### config.mk
export PLATFORM = sky130hd
export DESIGN_NAME = zeroriscy_vector_wb_arbiter
export DESIGN_NICKNAME = d
export VERILOG_FILES = /design/src/rtl/zeroriscy_vector_pkg.sv /design/src/rtl/zeroriscy_vector_scoreboard.sv /design/src/rtl/zeroriscy_vector_wb_arbiter.sv
export SDC_FILE = /design/constraint.sdc
export NUM_CORES = 1
export LEC_CHECK = 0
export CAP_MARGIN = 20
export CORE_MARGIN = 10
export CORE_UTILIZATION = 32
export CTS_CLUSTER_SIZE = 16
export DETAILED_ROUTE_END_ITERATION = 10
export HOLD_SLACK_MARGIN = 0.05
export PLACE_DENSITY_LB_ADDON = 0.08
export SYNTH_ARGS = -nofsm -noshare
export SYNTH_HDL_FRONTEND = slang
export SYNTH_SLANG_ARGS = --single-unit
### constraint.sdc
create_clock -name clk -period 1.7 [get_ports clk]
set_input_delay 0.34 -clock clk [delete_from_list [all_inputs] [get_ports clk]]
set_output_delay 0.34 -clock clk [all_outputs]
set_load 0.01 [all_outputs]
### src/rtl/zeroriscy_vector_pkg.sv
// zeroriscy_vector_pkg: shared vector register-file sizes and writeback request types
package zeroriscy_vector_pkg;
  localparam int unsigned VREG_NUM = 16;
  localparam int unsigned VREG_AW = 4;
  localparam int unsigned VREG_DW = 32;
  typedef struct packed {
    logic valid;
    logic [VREG_AW-1:0] addr;
    logic [VREG_DW-1:0] data;
  } vwb_req_t;
  typedef enum logic {VWB_ALU, VWB_LSU} vwb_src_e;
endpackage

### src/rtl/zeroriscy_vector_scoreboard.sv
// zeroriscy_vector_scoreboard: per-register pending bits and read-hazard stall decode
module zeroriscy_vector_scoreboard
  import zeroriscy_vector_pkg::*;
#(
  parameter int unsigned N = VREG_NUM,
  localparam int unsigned AW = $clog2(N)
) (
  input  logic          clk,
  input  logic          rst,
  input  logic          alloc_i,
  input  logic [AW-1:0] alloc_addr_i,
  input  logic          we_i,
  input  logic [AW-1:0] waddr_i,
  input  logic          rden_a_i,
  input  logic [AW-1:0] raddr_a_i,
  input  logic          rden_b_i,
  input  logic [AW-1:0] raddr_b_i,
  output logic [N-1:0]  busy_o,
  output logic          stall_o
);
  localparam logic [N-1:0] ONE = 1;
  logic [N-1:0] busy, set_mask, clr_mask;
  always_comb begin
    set_mask = alloc_i ? ONE << alloc_addr_i : '0;
    clr_mask = we_i ? ONE << waddr_i : '0;
  end
  // set is applied after clear so back-to-back reuse of a destination stays busy
  always_ff @(posedge clk)
    busy <= rst ? '0 : (busy & ~clr_mask) | set_mask;
  assign busy_o = busy;
  assign stall_o = (rden_a_i & busy[raddr_a_i]) | (rden_b_i & busy[raddr_b_i]);
endmodule

### src/rtl/zeroriscy_vector_wb_arbiter.sv
// zeroriscy_vector_wb_arbiter: round-robin ALU/LSU writeback into one registered RF port.
// Scoreboard present only when ZERORISCY_VEC_SCOREBOARD_EN is defined.
module zeroriscy_vector_wb_arbiter
  import zeroriscy_vector_pkg::*;
#(
  parameter int unsigned NUM_VREGS = VREG_NUM,
  parameter int unsigned DATA_WIDTH = VREG_DW,
  localparam int unsigned AW = $clog2(NUM_VREGS)
) (
  input  logic                  clk,
  input  logic                  rst,
  input  logic                  alu_valid_i,
  output logic                  alu_ready_o,
  input  logic [AW-1:0]         alu_waddr_i,
  input  logic [DATA_WIDTH-1:0] alu_wdata_i,
  input  logic                  lsu_valid_i,
  output logic                  lsu_ready_o,
  input  logic [AW-1:0]         lsu_waddr_i,
  input  logic [DATA_WIDTH-1:0] lsu_wdata_i,
  output logic                  we_a_o,
  output logic [AW-1:0]         waddr_a_o,
  output logic [DATA_WIDTH-1:0] wdata_a_o,
  input  logic                  alloc_i,
  input  logic [AW-1:0]         alloc_addr_i,
  input  logic                  rden_a_i,
  input  logic                  rden_b_i,
  input  logic [AW-1:0]         raddr_a_i,
  input  logic [AW-1:0]         raddr_b_i,
  output logic [NUM_VREGS-1:0]  busy_o,
  output logic                  stall_o
);
  vwb_src_e last_grant;
  logic gnt_alu, gnt_lsu;
  always_comb begin
    gnt_alu = !rst && alu_valid_i && (!lsu_valid_i || last_grant == VWB_LSU);
    gnt_lsu = !rst && lsu_valid_i && (!alu_valid_i || last_grant == VWB_ALU);
  end
  assign alu_ready_o = gnt_alu;
  assign lsu_ready_o = gnt_lsu;
  always_ff @(posedge clk) begin
    if (rst) begin
      we_a_o <= 1'b0;
      waddr_a_o <= '0;
      wdata_a_o <= '0;
      last_grant <= VWB_LSU;
    end else begin
      we_a_o <= gnt_alu | gnt_lsu;
      if (gnt_alu | gnt_lsu) begin
        waddr_a_o <= gnt_alu ? alu_waddr_i : lsu_waddr_i;
        wdata_a_o <= gnt_alu ? alu_wdata_i : lsu_wdata_i;
        last_grant <= gnt_alu ? VWB_ALU : VWB_LSU;
      end
    end
  end
`ifdef ZERORISCY_VEC_SCOREBOARD_EN
  zeroriscy_vector_scoreboard #(.N(NUM_VREGS)) u_scoreboard (
    .clk(clk),
    .rst(rst),
    .alloc_i(alloc_i),
    .alloc_addr_i(alloc_addr_i),
    .we_i(we_a_o),
    .waddr_i(waddr_a_o),
    .rden_a_i(rden_a_i),
    .raddr_a_i(raddr_a_i),
    .rden_b_i(rden_b_i),
    .raddr_b_i(raddr_b_i),
    .busy_o(busy_o),
    .stall_o(stall_o)
  );
`else
  logic unused_sb;
  assign unused_sb = ^{alloc_i, alloc_addr_i, rden_a_i, rden_b_i, raddr_a_i, raddr_b_i};
  assign busy_o = '0;
  assign stall_o = 1'b0;
`endif
endmodule

[After elaboration in Yosys (flattened, before gate mapping)]
Index checks and enable logic that the tools add are counted.
Word-level totals
  register bits: 38
  bits of input ports: 91
  logic and storage cells: 18
Operators by class
  multiplexer cells: 3
  bitwise operators: 2
  reductions and logical operators: 9
Operator list (number)
  two-way mux 32 bit: 1
  logical AND 1 bit: 4
  two-way mux 4 bit: 1
  logical NOT 1 bit: 3
  logical OR 1 bit: 2
  two-way mux 1 bit: 1
  inverter 1 bit: 1
  bitwise OR 1 bit: 1

[Longest topological paths before layout]
  word-level depth: 4
  depth in mapped cells: 5
  depth with buffers taken out: 3

[Worst setup path after synthesis]
OpenSTA, ideal clock, no wires.
  path type: in2out
  from: input alu_valid_i
  to: output lsu_ready_o
  arrival time: 1.034 ns
  data required time: 1.360 ns
  setup slack: 0.326 ns
  stages on the path: 3
  path buffers: 2
  cell sequence: buf_2 > clkbuf_1 > a211oi_1
On the way
  cells in the longest elaborated chain, start to end: 3
Ends and longest elaborated chain
  start: declaration: RTL line zeroriscy_vector_wb_arbiter.sv:12  | input logic alu_valid_i,
  logical NOT 1 bit: RTL line zeroriscy_vector_wb_arbiter.sv:36  | gnt_lsu = !rst && lsu_valid_i && (!alu_valid_i || last_grant == VWB_ALU);
  logical OR 1 bit: RTL line zeroriscy_vector_wb_arbiter.sv:36
  logical AND 1 bit: RTL line zeroriscy_vector_wb_arbiter.sv:36
  end: declaration: RTL line zeroriscy_vector_wb_arbiter.sv:17  | output logic lsu_ready_o,
No other way between the ends.

[Final worst setup path]
  from: input rst
  to: output alu_ready_o
On the way
  cells in the longest elaborated chain, start to end: 3
Ends and longest elaborated chain
  start: declaration: RTL line zeroriscy_vector_wb_arbiter.sv:11  | input logic rst,
  logical NOT 1 bit: RTL line zeroriscy_vector_wb_arbiter.sv:35  | gnt_alu = !rst && alu_valid_i && (!lsu_valid_i || last_grant == VWB_LSU);
  logical AND 1 bit (2 in a row): RTL line zeroriscy_vector_wb_arbiter.sv:35
  end: declaration: RTL line zeroriscy_vector_wb_arbiter.sv:13  | output logic alu_ready_o,
No other way between the ends.

==> flow_summary.json <==
{
  "finalCriticalPeriod_ns": 1.66,
  "die-area_um2": 9440,
  "finalSetupViolCount": 0,
  "chipHeight_um": 97.2,
  "synth.distinct_cells": 17,
  "synthFlopType": "dfxtp_1",
  "leakagePower_uw": 0.00128,
  "multi_input_area_um2": 807,
  "ctsHoldBuffers": 0,
  "cp_data_required_time_ns": 1.36,
  "antenna_found_initial": 0,
  "syn_to_final_growth_pct": 64.1,
  "mappedNetlistArea_um2": 1910,
  "grt_use_met3": 0.0519,
  "port-buffer-count": 114,
  "r2r_cells": 4,
  "synth_area_leaders": "dfxtp_1, a221o_1, a2111oi_0",
  "holdPathEnd": "wdata_a_o[29]",
  "synth_edf_count": 0,
  "clock_latency_ns": 0.29,
  "ant_nets": 0,
  "fill_cells": 572,
  "worst-path-max-fanout": 3,
  "crit_path_max_incr_delay_ns": 0.50,
  "max_freq_ghz": 0.602,
  "holdCritStartpoint": "wdata_a_o[29]",
  "rows": 28,
  "netlist_top_cells_count": "dfxtp_1, a2111oi_0, inv_1",
  "skew_ns": 0.00425,
  "async_flop_share": 0,
  "synth_seq_cells": 38,
  "die_w_um": 97.2,
  "final_nets": 396,
  "final_core_util": 0.535,
  "end_kind": "primary output",
  "r2r-start": "last_grant",
  "vias": 1945,
  "worstHoldPathType": "reg2reg",
  "grt_pass1_vias": 2041,
  "grt_pass1_wl_um": 11400,
  "criticalPathCategory": "in2out",
  "cts_buffer_depth": 2,
  "status": "completed",
  "synth_top_cell_by_area": "dfxtp_1",
  "start_kind": "input port",
  "maxCapViolCount": 0,
  "start_util": 0.326,
  "viasPerCell": 5.13,
  "grt_max_degree": 38,
  "dr.pass1.iters": 4,
  "r2r-end": "wdata_a_o[24]",
  "clk_transition_reported_paths_ns": 0.07,
  "overflow": 0,
  "yosys_warnings": 0,
  "seq_area_um2": 761,
  "post-synth-top-count-cell": "dfxtp_1",
  "core_area_um2": 5850,
  "cpMaxStageDelayCell": "clkdlybuf4s50_1",
  "finalCritPeriodShare": 0.977,
  "numCtsBuffers": 5,
  "synth.yosys.seq_area_share": 0.399,
  "wire_per_inst_um": 18.8,
  "cts_root_buf": "clkbuf_8",
  "synthCells": 195,
  "htreeDepth": 2,
  "drive_above_1_share": 0.0757,
  "crit_chain": "clkdlybuf4s50_1 > and3b_1 > dlygate4sd2_1",
  "grtUsageTotal": 0.145,
  "r2r_setup_slack_ns": 0.24,
  "post_synth.cell_area_avg_um2": 9.77,
  "slew_viol_final": 0,
  "ios": 147,
  "holdPathStages": 1,
  "drcViolationCount": 0,
  "vdd_drop_max_mv": 0.379,
  "hold_viol": 0,
  "grt_busiest_layer": "met2",
  "diodes": 0,
  "power_density_nw_per_um2": 711,
  "cts_setup_buffers": 0,
  "gp_congestion": 0.773,
  "met2_usage": 0.239,
  "clock_sinks": 38,
  "use_met1": 0.169,
  "drtIter0Drc": 100,
  "dp_hpwl_um": 5100,
  "synth_top_area_frac": 0.399,
  "arrival_ns": 1.32,
  "cts_tree": "built",
  "hold_ws_ns": 0.490,
  "finalWirelength_um": 7120
}
stage by stage:
stage / setup TNS, ns / cell area [µm²] / setup WS [ns] / cells / power [µW]
6_report: 0 / 3130 / 0.0393 / 379 / 2230
3_3_place_gp: -7.52 / 3040 / -0.301 / 373 / 1630
3_5_place_dp: -7.83 / 3040 / -0.299 / 373 / 1630
4_1_cts: 0 / 3120 / 0.0175 / 379 / 2250
2_1_floorplan: 0 / 1970 / 0.326 / 211 / 1280
5_1_grt: -0.00538 / 3130 / -0.00538 / 379 / 2340
worst max path at each step:
stage,start,to,cells after the start
2_1_floorplan,alu_valid_i,lsu_ready_o,3
3_3_place_gp,lsu_valid_i,lsu_ready_o,4
3_5_place_dp,lsu_valid_i,lsu_ready_o,4
4_1_cts,alu_valid_i,lsu_ready_o,3
5_1_grt,rst,alu_ready_o,3
6_report,rst,alu_ready_o,3
what timing repair did:
action                                 4_1_cts  5_1_grt
endpoints found under the hold margin        0        0
resized for setup                            5        3
pin swaps                                    0        0
setup endpoints to repair                    2        2
state kept, by name (all words and copies together) (netlist names):
register    cells
wdata_a_o      32
waddr_a_o       4
last_grant      1
we_a_o          1
layout by cell type (no fill, tap or decap):
| cell type | count |
|---|---|
| clkdlybuf4s50_1 | 110 |
| dfxtp_1 | 38 |
| inv_1 | 36 |
| a2111oi_0 | 35 |
| a221o_1 | 35 |
| conb_1 | 17 |
| buf_4 | 11 |
| clkbuf_8 | 6 |
| nand2b_1 | 2 |
| nor2_1 | 2 |
| dlygate4sd2_1 | 2 |
| and3b_1 | 1 |
| inv_2 | 1 |
| a211oi_2 | 1 |
| nor3_4 | 1 |
| a221o_2 | 1 |
| a2111oi_1 | 1 |
| nand3b_1 | 1 |
| dlymetal6s2s_1 | 1 |
| clkdlybuf4s15_2 | 1 |
| buf_12 | 1 |
where the power goes:
| part | internal, µW | leakage [µW] | switching, µW |
|---|---|---|---|
| clock network | 313 | 0.0000431 | 305 |
| logic | 361 | 0.000920 | 241 |
| registers | 965 | 0.000315 | 40.5 |
area by class of cell:
type                            count  share of cell area
Timing Repair Buffer              126               0.398
Multi-Input combinational cell     97               0.258
Sequential cell                    38               0.243
Inverter                           37              0.0444
Tap cell                           75              0.0300
Clock buffer                        6              0.0264
metal layers:
layer,wire length (µm),vias up
li1,-,932
met1,3110,936
met2,3430,70
met3,492,7
met4,81,0
met5,0,-
critical path, delay by kind of cell:
| family | cells | cell delay [ns] |
|---|---|---|
| buffers and inverters | 2 | 0.78 |
| and+or+nand+nor | 1 | 0.19 |
kinds of logic (layout without fill, tap and decap cells):
kind of cell	after synthesis	after routing	share of synthesized area
AO/OA/AOI/OAI	73	73	0.359
buffers and inverters	76	169	0.215
other	1	17	0.00197
flip-flops	38	38	0.399
AND/OR/NAND/NOR	7	7	0.0243
Note: power is estimated with default switching activity, not from simulation.
